===== config.mk =====
export PLATFORM = sky130hd
export DESIGN_NAME = sync_buffer_reader_flat
export DESIGN_NICKNAME = d
export VERILOG_FILES = /design/src/rtl/sync_buffer_reader_pkg.sv /design/src/rtl/sync_buffer_reader_if.sv /design/src/rtl/sync_buffer_reader_axi_read_burst_ctrl.sv /design/src/rtl/sync_buffer_reader.sv /design/src/flat_wrapper.sv
export SDC_FILE = /design/constraint.sdc
export NUM_CORES = 1
export LEC_CHECK = 0
export CORE_UTILIZATION = 58
export DETAILED_ROUTE_END_ITERATION = 10
export GPL_TIMING_DRIVEN = 0
export HOLD_SLACK_MARGIN = 0.1
export PLACE_DENSITY = 0.88
export REMOVE_ABC_BUFFERS = 1
export SYNTH_ARGS = -nofsm -noshare
export SYNTH_HDL_FRONTEND = slang
export SYNTH_SLANG_ARGS = --single-unit
export TNS_END_PERCENT = 10

===== constraint.sdc =====
create_clock -name aclk -period 8.66 [get_ports aclk]
set_input_delay 1.299 -clock aclk [delete_from_list [all_inputs] [get_ports aclk]]
set_output_delay 1.299 -clock aclk [all_outputs]
set_load 0.05 [all_outputs]

===== src/rtl/sync_buffer_reader_pkg.sv =====
// Shared types and constants for the quad-buffer read-side consumer.
package sync_buffer_reader_pkg;

  localparam int unsigned LOG_LEN_W = 5;
  localparam int unsigned LEN_W     = 23;
  localparam int unsigned BEAT_W    = 8;

  localparam logic [1:0] AXI_BURST_INCR = 2'b01;

  typedef enum logic [2:0] {
    ST_IDLE,
    ST_REQUEST,
    ST_SWAP,
    ST_XFER,
    ST_DONE
  } state_t;

  typedef enum logic [1:0] {
    ENG_IDLE,
    ENG_ADDR,
    ENG_DATA
  } eng_state_t;

  // Exact log2 of a power of two; used for arsize and burst strides.
  function automatic int unsigned log2_int(input int unsigned value);
    int unsigned r;
    r = 0;
    for (int unsigned i = 0; i < 32; i++) begin
      if ((32'd1 << i) == value) r = i;
    end
    return r;
  endfunction

endpackage


===== src/rtl/sync_buffer_reader_if.sv =====
// AXI4 read channel plus AXI4-Stream output bundle for the buffer reader.
interface sync_buffer_reader_if #(
  parameter int unsigned MM_ADDR_WIDTH = 32,
  parameter int unsigned DATA_WIDTH    = 32
);
  logic [MM_ADDR_WIDTH-1:0] m_axi_araddr;
  logic [7:0]               m_axi_arlen;
  logic [2:0]               m_axi_arsize;
  logic [1:0]               m_axi_arburst;
  logic                     m_axi_arvalid;
  logic                     m_axi_arready;
  logic [DATA_WIDTH-1:0]    m_axi_rdata;
  logic                     m_axi_rlast;
  logic                     m_axi_rvalid;
  logic                     m_axi_rready;
  logic [DATA_WIDTH-1:0]    m_axis_tdata;
  logic                     m_axis_tvalid;
  logic                     m_axis_tready;
  logic                     m_axis_tlast;

  modport master (
    output m_axi_araddr, m_axi_arlen, m_axi_arsize, m_axi_arburst, m_axi_arvalid,
    input  m_axi_arready,
    input  m_axi_rdata, m_axi_rlast, m_axi_rvalid,
    output m_axi_rready,
    output m_axis_tdata, m_axis_tvalid, m_axis_tlast,
    input  m_axis_tready
  );

  modport slave (
    input  m_axi_araddr, m_axi_arlen, m_axi_arsize, m_axi_arburst, m_axi_arvalid,
    output m_axi_arready,
    output m_axi_rdata, m_axi_rlast, m_axi_rvalid,
    input  m_axi_rready,
    input  m_axis_tdata, m_axis_tvalid, m_axis_tlast,
    output m_axis_tready
  );
endinterface


===== src/rtl/sync_buffer_reader_axi_read_burst_ctrl.sv =====
// Single-outstanding AXI4 read burst engine with zero-latency R-to-stream forwarding.
module axi_read_burst_ctrl
  import sync_buffer_reader_pkg::*;
#(
  parameter int unsigned MM_ADDR_WIDTH = 32,
  parameter int unsigned DATA_WIDTH    = 32
) (
  input  logic                     i_clk,
  input  logic                     i_rst,
  input  logic                     i_launch,
  input  logic                     i_last_burst,
  input  logic [MM_ADDR_WIDTH-1:0] i_araddr,
  input  logic [BEAT_W-1:0]        i_beats_m1,
  output logic                     o_burst_end_c,
  output logic                     o_protocol_error,
  sync_buffer_reader_if.master     bus
);
  localparam logic [2:0] ARSIZE = 3'(log2_int(DATA_WIDTH / 8));

  eng_state_t         r_state, w_next;
  logic [BEAT_W-1:0]  r_beat;
  logic               r_perr;
  logic               w_arvalid, w_rready, w_tvalid, w_tlast, w_in_data;
  logic               w_r_fire, w_beat_last;

  assign w_beat_last = (r_beat == i_beats_m1);
  assign w_r_fire    = w_rready & bus.m_axi_rvalid;

  always_comb begin
    w_next        = r_state;
    w_arvalid     = 1'b0;
    w_rready      = 1'b0;
    w_tvalid      = 1'b0;
    w_tlast       = 1'b0;
    w_in_data     = 1'b0;
    o_burst_end_c = 1'b0;
    case (r_state)
      ENG_IDLE: if (i_launch) w_next = ENG_ADDR;
      ENG_ADDR: begin
        w_arvalid = 1'b1;
        if (bus.m_axi_arready) w_next = ENG_DATA;
      end
      ENG_DATA: begin
        w_in_data = 1'b1;
        w_rready  = bus.m_axis_tready;
        w_tvalid  = bus.m_axi_rvalid;
        w_tlast   = i_last_burst & w_beat_last;
        // Beat count, not rlast, decides where the burst ends.
        if (bus.m_axi_rvalid && bus.m_axis_tready && w_beat_last) begin
          o_burst_end_c = 1'b1;
          w_next        = i_last_burst ? ENG_IDLE : ENG_ADDR;
        end
      end
      default: w_next = ENG_IDLE;
    endcase
  end

  always_ff @(posedge i_clk) begin
    if (i_rst) r_state <= ENG_IDLE;
    else       r_state <= w_next;
  end

  always_ff @(posedge i_clk) begin
    if (i_rst) begin
      r_beat <= '0;
      r_perr <= 1'b0;
    end else if (r_state == ENG_ADDR) begin
      r_beat <= '0;
    end else if (w_r_fire) begin
      r_beat <= r_beat + BEAT_W'(1);
      if (bus.m_axi_rlast != w_beat_last) r_perr <= 1'b1;
    end
  end

  assign o_protocol_error  = r_perr;
  assign bus.m_axi_araddr  = i_araddr;
  assign bus.m_axi_arlen   = i_beats_m1;
  assign bus.m_axi_arsize  = ARSIZE;
  assign bus.m_axi_arburst = AXI_BURST_INCR;
  assign bus.m_axi_arvalid = w_arvalid;
  assign bus.m_axi_rready  = w_rready;
  assign bus.m_axis_tvalid = w_tvalid;
  assign bus.m_axis_tlast  = w_tlast;
  assign bus.m_axis_tdata  = w_in_data ? bus.m_axi_rdata : '0;

endmodule


===== src/rtl/sync_buffer_reader.sv =====
// Claims the latest completed buffer from the sync manager and streams it out of DDR.
module sync_buffer_reader
  import sync_buffer_reader_pkg::*;
#(
  parameter int unsigned MM_ADDR_WIDTH = 32,
  parameter int unsigned DATA_WIDTH    = 32,
  parameter int unsigned BURST_LEN     = 16
) (
  input  logic                     aclk,
  input  logic                     areset,
  input  logic                     start,
  output logic                     busy,
  output logic                     done,
  output logic                     protocol_error,
  output logic                     SM_request,
  input  logic [LOG_LEN_W-1:0]     SM_log_length,
  input  logic [MM_ADDR_WIDTH-1:0] SM_read_buffer,
  sync_buffer_reader_if.master     bus
);
  localparam int unsigned LOG_BURST = log2_int(BURST_LEN);
  localparam int unsigned SIZE_LOG  = log2_int(DATA_WIDTH / 8);

  state_t                   r_state, w_next;
  logic [LOG_LEN_W-1:0]     r_log_b, w_log_b;
  logic [BEAT_W-1:0]        r_beats_m1;
  logic [LEN_W-1:0]         r_nburst_m1, r_burst_idx;
  logic [MM_ADDR_WIDTH-1:0] r_base, w_araddr;
  logic                     w_last_burst, w_burst_end, w_launch;

  assign w_log_b = (SM_log_length < LOG_LEN_W'(LOG_BURST)) ? SM_log_length
                                                           : LOG_LEN_W'(LOG_BURST);
  assign w_last_burst = (r_burst_idx == r_nburst_m1);
  // Each burst covers B words, so the stride is B * bytes-per-word.
  assign w_araddr = r_base + (MM_ADDR_WIDTH'(r_burst_idx) << (r_log_b + LOG_LEN_W'(SIZE_LOG)));

  always_comb begin
    w_next     = r_state;
    busy       = 1'b0;
    done       = 1'b0;
    SM_request = 1'b0;
    w_launch   = 1'b0;
    case (r_state)
      ST_IDLE:    if (start) w_next = ST_REQUEST;
      ST_REQUEST: begin
        busy       = 1'b1;
        SM_request = 1'b1;
        w_next     = ST_SWAP;
      end
      ST_SWAP: begin
        busy     = 1'b1;
        w_launch = 1'b1;
        w_next   = ST_XFER;
      end
      ST_XFER: begin
        busy = 1'b1;
        if (w_burst_end && w_last_burst) w_next = ST_DONE;
      end
      ST_DONE: begin
        busy   = 1'b1;
        done   = 1'b1;
        w_next = ST_IDLE;
      end
      default: w_next = ST_IDLE;
    endcase
  end

  always_ff @(posedge aclk) begin
    if (areset) r_state <= ST_IDLE;
    else        r_state <= w_next;
  end

  always_ff @(posedge aclk) begin
    if (areset) begin
      r_log_b     <= '0;
      r_beats_m1  <= '0;
      r_nburst_m1 <= '0;
      r_base      <= '0;
      r_burst_idx <= '0;
    end else begin
      if (r_state == ST_REQUEST) begin
        r_log_b     <= w_log_b;
        r_beats_m1  <= BEAT_W'((LEN_W'(1) << w_log_b) - LEN_W'(1));
        r_nburst_m1 <= (LEN_W'(1) << (SM_log_length - w_log_b)) - LEN_W'(1);
      end
      if (r_state == ST_SWAP) begin
        r_base      <= SM_read_buffer;
        r_burst_idx <= '0;
      end else if (w_burst_end && !w_last_burst) begin
        r_burst_idx <= r_burst_idx + LEN_W'(1);
      end
    end
  end

  axi_read_burst_ctrl #(
    .MM_ADDR_WIDTH(MM_ADDR_WIDTH),
    .DATA_WIDTH   (DATA_WIDTH)
  ) u_burst (
    .i_clk           (aclk),
    .i_rst           (areset),
    .i_launch        (w_launch),
    .i_last_burst    (w_last_burst),
    .i_araddr        (w_araddr),
    .i_beats_m1      (r_beats_m1),
    .o_burst_end_c   (w_burst_end),
    .o_protocol_error(protocol_error),
    .bus             (bus)
  );

endmodule


===== src/flat_wrapper.sv =====
// flat-port wrapper written by rule: the top's interface ports become plain ports
module sync_buffer_reader_flat import sync_buffer_reader_pkg::*;
#(
  parameter int unsigned MM_ADDR_WIDTH = 32,
  parameter int unsigned DATA_WIDTH    = 32,
  parameter int unsigned BURST_LEN     = 16
)
  (aclk, areset, start, busy, done, protocol_error, SM_request, SM_log_length, SM_read_buffer, bus_m_axi_araddr, bus_m_axi_arlen, bus_m_axi_arsize, bus_m_axi_arburst, bus_m_axi_arvalid, bus_m_axi_arready, bus_m_axi_rdata, bus_m_axi_rlast, bus_m_axi_rvalid, bus_m_axi_rready, bus_m_axis_tdata, bus_m_axis_tvalid, bus_m_axis_tlast, bus_m_axis_tready);
  sync_buffer_reader_if #(.MM_ADDR_WIDTH(MM_ADDR_WIDTH), .DATA_WIDTH(DATA_WIDTH)) bus_i ();
  input  logic aclk;
  input  logic areset;
  input  logic start;
  output logic busy;
  output logic done;
  output logic protocol_error;
  output logic SM_request;
  input  logic [LOG_LEN_W-1:0] SM_log_length;
  input  logic [MM_ADDR_WIDTH-1:0] SM_read_buffer;
  output wire logic [$bits(bus_i.m_axi_araddr)-1:0] bus_m_axi_araddr;
  output wire logic [$bits(bus_i.m_axi_arlen)-1:0] bus_m_axi_arlen;
  output wire logic [$bits(bus_i.m_axi_arsize)-1:0] bus_m_axi_arsize;
  output wire logic [$bits(bus_i.m_axi_arburst)-1:0] bus_m_axi_arburst;
  output wire logic [$bits(bus_i.m_axi_arvalid)-1:0] bus_m_axi_arvalid;
  input wire logic [$bits(bus_i.m_axi_arready)-1:0] bus_m_axi_arready;
  input wire logic [$bits(bus_i.m_axi_rdata)-1:0] bus_m_axi_rdata;
  input wire logic [$bits(bus_i.m_axi_rlast)-1:0] bus_m_axi_rlast;
  input wire logic [$bits(bus_i.m_axi_rvalid)-1:0] bus_m_axi_rvalid;
  output wire logic [$bits(bus_i.m_axi_rready)-1:0] bus_m_axi_rready;
  output wire logic [$bits(bus_i.m_axis_tdata)-1:0] bus_m_axis_tdata;
  output wire logic [$bits(bus_i.m_axis_tvalid)-1:0] bus_m_axis_tvalid;
  output wire logic [$bits(bus_i.m_axis_tlast)-1:0] bus_m_axis_tlast;
  input wire logic [$bits(bus_i.m_axis_tready)-1:0] bus_m_axis_tready;
  assign bus_m_axi_araddr = bus_i.m_axi_araddr;
  assign bus_m_axi_arlen = bus_i.m_axi_arlen;
  assign bus_m_axi_arsize = bus_i.m_axi_arsize;
  assign bus_m_axi_arburst = bus_i.m_axi_arburst;
  assign bus_m_axi_arvalid = bus_i.m_axi_arvalid;
  assign bus_i.m_axi_arready = bus_m_axi_arready;
  assign bus_i.m_axi_rdata = bus_m_axi_rdata;
  assign bus_i.m_axi_rlast = bus_m_axi_rlast;
  assign bus_i.m_axi_rvalid = bus_m_axi_rvalid;
  assign bus_m_axi_rready = bus_i.m_axi_rready;
  assign bus_m_axis_tdata = bus_i.m_axis_tdata;
  assign bus_m_axis_tvalid = bus_i.m_axis_tvalid;
  assign bus_m_axis_tlast = bus_i.m_axis_tlast;
  assign bus_i.m_axis_tready = bus_m_axis_tready;
  sync_buffer_reader #(.MM_ADDR_WIDTH(MM_ADDR_WIDTH), .DATA_WIDTH(DATA_WIDTH), .BURST_LEN(BURST_LEN)) u_core (.aclk(aclk), .areset(areset), .start(start), .busy(busy), .done(done), .protocol_error(protocol_error), .SM_request(SM_request), .SM_log_length(SM_log_length), .SM_read_buffer(SM_read_buffer), .bus(bus_i));
endmodule

==> run_results.csv, run 1 <==
group,metric,value,unit
run_status,outcome,"completed",
routing,dr_wl_met3,1.316,mm
sta,fin_setup_tns,0,ns
clocking,post-cts-setup-buffer-count,0,
logic_synthesis,synth_top_family_by_area,"simple AND/OR/NAND/NOR gates",
pwr,power.leakage,3.907,nW
floorplan,die_h,122.3,um
routing,viasPerCell,6.063,
logic_synthesis,yosys.area.top_type_share,0.2505,
cells_and_area,syn_to_final_growth,21.80,%
sta,fin_skew,0.009016,ns
logic_synthesis,synthAdderAreaFrac,0.05905,
placed_design,dp_worst_setup_slack,1.268,ns
logic_synthesis,synth.distinct_cells,73,
global_routing,grt_remaining_overflow,0,
pwr,powerDensity,128.1,nW/um^2
sta,maxSlewHeadroom,0.1700,
logic_synthesis,synth-xor-area-share,0.08664,
sta,setup_viol,0,
sta,tightest_slew,1.241,ns
global_routing,grt_pass1_vias,7736,
logic_synthesis,synth.area.top_cells,"dfxtp_1 (25%), nand2_1 (7.1%), nor2_1 (6.0%)",
floorplan,num_rows,43,
clocking,holdBufCountCts,0,
routing,dr.pass1.iters,5,
worst_setup_path,critical_path_arrival,6.61,ns
cells_and_area,layout.nets,1341,
logic_synthesis,synthArstFlopShare,0,
placed_design,io_buffers,155,
sta,rsz0062_at_grt,"no",
sta,finalHoldViolCount,0,
worst_setup_path,start_kind,"register",
floorplan,pin_count,161,
clocking,clock_latency,0.36,ns
logic_synthesis,syn_inst,1131,
hold_path,whs_path_depth,2,
cells_and_area,diodes,0,
sta,maxSlewViolCount,0,
worst_setup_path,cp_num_buf_inv,2,
cells_and_area,fin_cells,1411,
worst_setup_path,critPathTopFamily,"simple AND/OR/NAND/NOR gates",
worst_setup_path,cp.required,7.36,ns
worst_setup_path,crit_path_max_incr_delay,0.89,ns
logic_synthesis,syn_area,8391,sq um
logic_synthesis,synth.avg_cell_area,7.419,sq um
placed_design,placed_area,9917,sq um
sta,hold_slack,0.4653,ns
sta,clock.fmax,126.5,MHz
logic_synthesis,synth_edf_count,0,
worst_setup_path,crit_fanout,33,
logic_synthesis,synth_ff_type,"dfxtp_1",
logic_synthesis,synth_top_area_cell,"dfxtp_1",
sta,min_period_over_period,0.9132,
run,maxCapViolCount,0,
cells_and_area,multiInputGateArea,5891,sq um
global_routing,grt_pass1_wl,37.25,mm
floorplan,dieWidth,122.3,um
worst_setup_path,cp_common_cell,"nor2_1",
clocking,clock_sinks,105,
routing,drtAntennaViolNets,0,
logic_synthesis,synth-compound-area-share,0.1876,
placed_design,gp_congestion,0.9244,
placed_design,dp_hpwl,17.06,mm
worst_setup_path,r2r_cells,3,
clocking,cts_buffers,9,
routing,wl_met1,9.905,mm
worst_setup_path,crit_cells,17,
placed_design,dp_cells,1395,
clocking,cts_root_buffer,"clkbuf_16",
cells_and_area,drive_gt1_frac,0.05768,
cells_and_area,final_cell_area,10220,sq um
clocking,ctsResizeCount,0,
cells_and_area,n_fill_cell,1092,
floorplan,core_area,13990,sq um
sta,layout_min_cycle_time,7.908,ns
worst_setup_path,path_cells,"ha_1, inv_1, nand2_1, or2_2, nor2_1, nor2_1, nor2_1, ha_1, and3_1, o211ai_1, o21ba_2, o31ai_1, a21oi_1, o21ai_1, or4b_2, o311ai_0, clkdlybuf4s50_1",
logic_synthesis,ys_seq_area_frac,0.2505,
clocking,path_clk_slew,0.08,ns
logic_synthesis,synth-simple-area-share,0.2844,
worst_setup_path,path_class,"reg2out",
routing,wl_met2,11.12,mm
worst_setup_path,critical-path-slowest-cell,"dfxtp_2",
logic_synthesis,ys_seq_elements,105,
routing,drt_iter0_drc,812,
routing,wl_per_cell,16.38,um
global_routing,antenna_found_initial,0,
hold_path,hold_path_class,"reg2reg",
global_routing,grt_use_total,0.3121,
floorplan,start_util,0.5998,
logic_synthesis,ys.warnings.count,0,
sta,fin_ws,0.7519,ns
cells_and_area,regArea,2103,sq um
routing,totalWireLength,23.11,mm
global_routing,grt_max_degree,52,
pwr,vdd_ir_drop_max,0.0001305,V
floorplan,dieArea,14950,sq um
worst_setup_path,cp-end-kind,"primary output",
routing,remaining_drc_errors,0,
clocking,htreeDepth,3,
clocking,cts_tree,"built",
clocking,clk_path_buf_depth,2,
routing,vias,8555,
logic_synthesis,synthMuxAreaShare,0.07769,
routing,maxUsedRoutingLayer,"met4",
==> Yosys cell counts, drive strengths merged (10+ instances only) <==
| master | n |
|---|---|
| clkbuf | 54 |
| xor2 | 29 |
| a211oi | 16 |
| and2 | 44 |
| nor4 | 10 |
| or3 | 14 |
| buf | 26 |
| nor2 | 135 |
| inv | 27 |
| nand2b | 13 |
| ha | 38 |
| mux4 | 15 |
| nor2b | 12 |
| mux2i | 28 |
| dfxtp | 105 |
| xnor2 | 54 |
| nand2 | 159 |
| nand4 | 11 |
| o21ai | 52 |
| a21oi | 95 |
| and3 | 10 |
| nand3 | 29 |
| nor3 | 33 |
==> registers in the layout, indices dropped and copies added (netlist names), 2 cells and up <==
| signal | count |
|---|---|
| u_core.r_base | 32 |
| u_core.r_burst_idx | 23 |
| u_core.r_state | 3 |
| u_core.u_burst.r_beat | 8 |
| u_core.r_beats_m1 | 8 |
| u_core.r_nburst_m1 | 23 |
| u_core.r_log_b | 5 |
| u_core.u_burst.r_state | 2 |
==> worst paths after layout <==
check,slack [ns],from,end
max reg2reg,5.98,u_core.r_state[2]$_SDFFE_PP0P_,u_core.r_burst_idx[2]$_SDFFE_PP0P_
max,0.75,u_core.r_log_b[1]$_SDFFE_PP0P_,bus_m_axi_araddr[16]
min reg2reg,0.47,u_core.r_base[18]$_SDFFE_PP0P_,u_core.r_base[18]$_SDFFE_PP0P_
min,0.47,u_core.r_base[18]$_SDFFE_PP0P_,u_core.r_base[18]$_SDFFE_PP0P_
==> layout make-up <==
cell class | instances | area share
Clock buffer | 10 | 0.02338
Clock inverter | 6 | 0.005509
Inverter | 27 | 0.009917
Multi-Input combinational cell | 924 | 0.5764
Sequential cell | 105 | 0.2058
Tap cell | 180 | 0.02204
Timing Repair Buffer | 159 | 0.1570
==> kinds of logic after synthesis <==
family          count (synthesis)
flops                         105
simple gates                  497
xor+xnor                       83
compound gates                252
other cells                     2
buf+inv                       107
mux                            46
fa+ha+maj                      39
==> layout by cell type, fill, tap and decap left out, types with 9 or more instances in the layout <==
cell / count
xnor2_1: 52
o21ai_0: 50
nor2b_1: 11
and2_1: 44
a211oi_1: 16
xor2_1: 28
inv_1: 26
clkbuf_16: 9
o211ai_1: 9
mux4_2: 15
clkdlybuf4s50_1: 154
nor2_1: 134
ha_1: 38
dfxtp_1: 104
mux2i_1: 28
nand4_1: 11
o21a_1: 9
nor3_1: 30
nand3_1: 28
nand2b_1: 13
nand2_1: 159
a21oi_1: 93
and3_1: 10
or3_1: 13
==> worst min-delay path: stages, from the launching register on <==
cell,delay [ns]
dfxtp_1,0.32
nand2_1,0.05
a21oi_1,0.05
==> layer usage <==
| layer | vias to the layer above | GRT usage |
|---|---|---|
| li1 | 4156 | - |
| met1 | 3995 | 0.3950 |
| met2 | 335 | 0.5253 |
| met3 | 69 | 0.05576 |
| met4 | 0 | 0.1227 |
| met5 | - | 0 |
==> power by group <==
part           internal, mW  switching [mW]
clock                 0.209           0.200
combinational         0.142           0.226
sequential            0.509          0.0228
==> per-stage QoR <==
step	power (mW)	utilization
finish	1.309	0.7306
global route	1.369	0.7306
CTS	1.313	0.7301
detailed placement	0.9048	0.7089
global placement	0.8955	0.7035
floorplan	0.7728	-
(Power assumes the default switching activity.)
==> inputs of run 2 (changes only) <==
--- a/config.mk
+++ b/config.mk
@@ -5,12 +5,13 @@
 export SDC_FILE = /design/constraint.sdc
 export NUM_CORES = 1
 export LEC_CHECK = 0
-export CORE_UTILIZATION = 58
+export CORE_UTILIZATION = 50
 export DETAILED_ROUTE_END_ITERATION = 10
 export GPL_TIMING_DRIVEN = 0
 export HOLD_SLACK_MARGIN = 0.1
-export PLACE_DENSITY = 0.88
+export PLACE_DENSITY = 0.77
 export REMOVE_ABC_BUFFERS = 1
+export SKIP_CTS_REPAIR_TIMING = 1
 export SYNTH_ARGS = -nofsm -noshare
 export SYNTH_HDL_FRONTEND = slang
 export SYNTH_SLANG_ARGS = --single-unit
==> run 2 against run 1 <==
Sequential share of layout area shrank 0.11 points. Clock skew rose by 0.00078 ns. Critical path depth unchanged. Clock-buffer cell count decreased by 1. Die area is 16% higher. Total power grew 1.3%. Non-clock buffer count stayed put. Core utilization shrank 9.3 points. Highest routed layer unchanged.
==> run_results.csv, run 2 (synthesis gave the netlist of run 1 again) <==
group,metric,value,unit
worst_setup_path,critical_path_arrival,6.55,ns
worst_setup_path,cp.required,7.36,ns
cells_and_area,fin_cells,1447,
sta,hold_slack,0.4658,ns
placed_design,dp_worst_setup_slack,1.296,ns
clocking,cts_buffers,9,
hold_path,hold_path_class,"reg2reg",
cells_and_area,syn_to_final_growth,22.44,%
floorplan,core_area,16120,sq um
clocking,cts_tree,"built",
hold_path,whs_path_depth,2,
pwr,power_frac_seq,0.401,
placed_design,dp_hpwl,16.88,mm
global_routing,grt_pass1_vias,7516,
floorplan,num_rows,46,
worst_setup_path,path_class,"reg2out",
pwr,vdd_ir_drop_max,0.0001201,V
worst_setup_path,cp-end-kind,"primary output",
routing,drtAntennaViolNets,0,
sta,fin_skew,0.009800,ns
pwr,comb_power_share,0.275,
global_routing,grt_use_total,0.2584,
cells_and_area,largest_reg_flops,32,
cells_and_area,layout.nets,1341,
placed_design,placed_area,9955,sq um
pwr,power_switching,465.2,uW
hold_path,hp-start,"u_core.r_base[25]$_SDFFE_PP0P_",
global_routing,grt_remaining_overflow,0,
sta,tightest_slew,1.379,ns
sta,finalHoldViolCount,0,
clocking,path_clk_slew,0.08,ns
worst_setup_path,rr_endpoint,"u_core.r_burst_idx[7]$_SDFFE_PP0P_",
cells_and_area,n_fill_cell,1465,
routing,viasPerCell,5.677,
routing,wl_per_cell,15.41,um
pwr,intPower,860.8,uW
pwr,powerDensity,129.1,nW/um^2
run,maxCapViolCount,0,
clocking,cts_root_buffer,"clkbuf_16",
sta,setup_viol,0,
worst_setup_path,r2r_cells,3,
pwr,power.leakage,3.912,nW
cells_and_area,layout_commonest_cell,"nand2_1",
worst_setup_path,reg2reg_slack,5.95,ns
routing,vias,8215,
cells_and_area,drive_gt1_frac,0.05686,
cells_and_area,final_cell_area,10270,sq um
worst_setup_path,rr_startpoint,"u_core.r_state[2]$_SDFFE_PP0P_",
global_routing,grt_pass1_wl,37.10,mm
clocking,clk_path_buf_depth,2,
run_status,outcome,"completed",
worst_setup_path,crit_fanout,33,
clocking,clock_latency,0.37,ns
floorplan,die_h,131.5,um
sta,min_period_over_period,0.9061,
placed_design,gp_congestion,0.8852,
cells_and_area,final_util,0.6375,
sta,fin_ws,0.8128,ns
pwr,swShare,0.3508,
placed_design,io_buffers,155,
sta,rsz0062_at_grt,"no",
sta,layout_min_cycle_time,7.847,ns
hold_path,whs_endpoint,"u_core.r_base[25]$_SDFFE_PP0P_",
floorplan,pin_count,161,
cells_and_area,top_regs,"u_core.r_base x32, u_core.r_burst_idx x23, u_core.r_nburst_m1 x23",
cells_and_area,final_cell_mix,"nand2_1 (159), clkdlybuf4s50_1 (154), nor2_1 (134), dfxtp_1 (104), a21oi_1 (93)",
pwr,clock_power_share,0.325,
clocking,htreeDepth,3,
cells_and_area,regArea,2103,sq um
sta,clock.fmax,127.4,MHz
routing,dr.pass1.iters,5,
global_routing,grt_max_degree,50,
cells_and_area,diodes,0,
pwr,power,1.326,mW
routing,totalWireLength,22.30,mm
placed_design,dp_cells,1431,
global_routing,antenna_found_initial,0,
floorplan,dieWidth,131.5,um
cells_and_area,multiInputGateArea,5883,sq um
routing,remaining_drc_errors,0,
sta,maxSlewViolCount,0,
worst_setup_path,start_kind,"register",
floorplan,dieArea,17300,sq um
routing,drt_iter0_drc,493,
clocking,clock_sinks,105,
sta,maxSlewHeadroom,0.07748,
sta,fin_setup_tns,0,ns
floorplan,start_util,0.5207,
cells_and_area,max_flop_register,"u_core.r_base",
-- run 2: per-layer routing --
| metal | vias up | part of all wire | global-route usage |
|---|---|---|---|
| met3 | 41 | 0.047 | 0.04900 |
| met4 | 0 | 0.026 | 0.08721 |
| li1 | 4155 | - | - |
| met5 | - | 0 | 0 |
| met1 | 3784 | 0.45 | 0.3289 |
| met2 | 235 | 0.48 | 0.4353 |
-- run 2: layout make-up --
| type | instances | area share |
|---|---|---|
| Multi-Input combinational cell | 924 | 0.5726 |
| Sequential cell | 105 | 0.2047 |
| Clock buffer | 9 | 0.02192 |
| Tap cell | 216 | 0.02631 |
| Clock inverter | 7 | 0.009134 |
| Inverter | 27 | 0.009865 |
| Timing Repair Buffer | 159 | 0.1554 |
-- run 2: power groups by stage --
stage               clock [mW]  sequential [mW]  combinational (mW)
finish                   0.431            0.531               0.364
global placement             0            0.542               0.356
global route             0.459            0.535               0.394
floorplan                    0            0.545               0.228
CTS                      0.440            0.531               0.363
detailed placement           0            0.542               0.361
-- run 2: critical path, cell delays in order (launching register included) --
cell	delay, ns
dfxtp_2	0.89
ha_1	0.60
inv_1	0.72
nor2_1	0.11
a21oi_1	0.19
nor2_1	0.06
nor2_1	0.33
nor2_1	0.09
ha_1	0.39
and3_1	0.21
o211ai_1	0.13
o21ba_2	0.22
o31ai_1	0.29
a21oi_1	0.14
o21ai_1	0.20
or4b_2	0.60
o311ai_0	0.12
clkdlybuf4s50_1	0.86
-- run 2: worst max-delay path by stage --
stage / to / cells past startpoint / slack (ns) / from
after global routing: bus_m_axi_araddr[16] / 17 / 0.30 / u_core.r_log_b[1]$_SDFFE_PP0P_
after floorplan: bus_m_axi_araddr[19] / 15 / 1.15 / u_core.r_log_b[1]$_SDFFE_PP0P_
final: bus_m_axi_araddr[16] / 17 / 0.81 / u_core.r_log_b[1]$_SDFFE_PP0P_
after CTS: bus_m_axi_araddr[16] / 17 / 0.86 / u_core.r_log_b[1]$_SDFFE_PP0P_
after detailed placement: bus_m_axi_araddr[16] / 17 / 1.30 / u_core.r_log_b[1]$_SDFFE_PP0P_
after global placement: bus_m_axi_araddr[16] / 14 / 0.74 / u_core.r_log_b[1]$_SDFFE_PP0P_
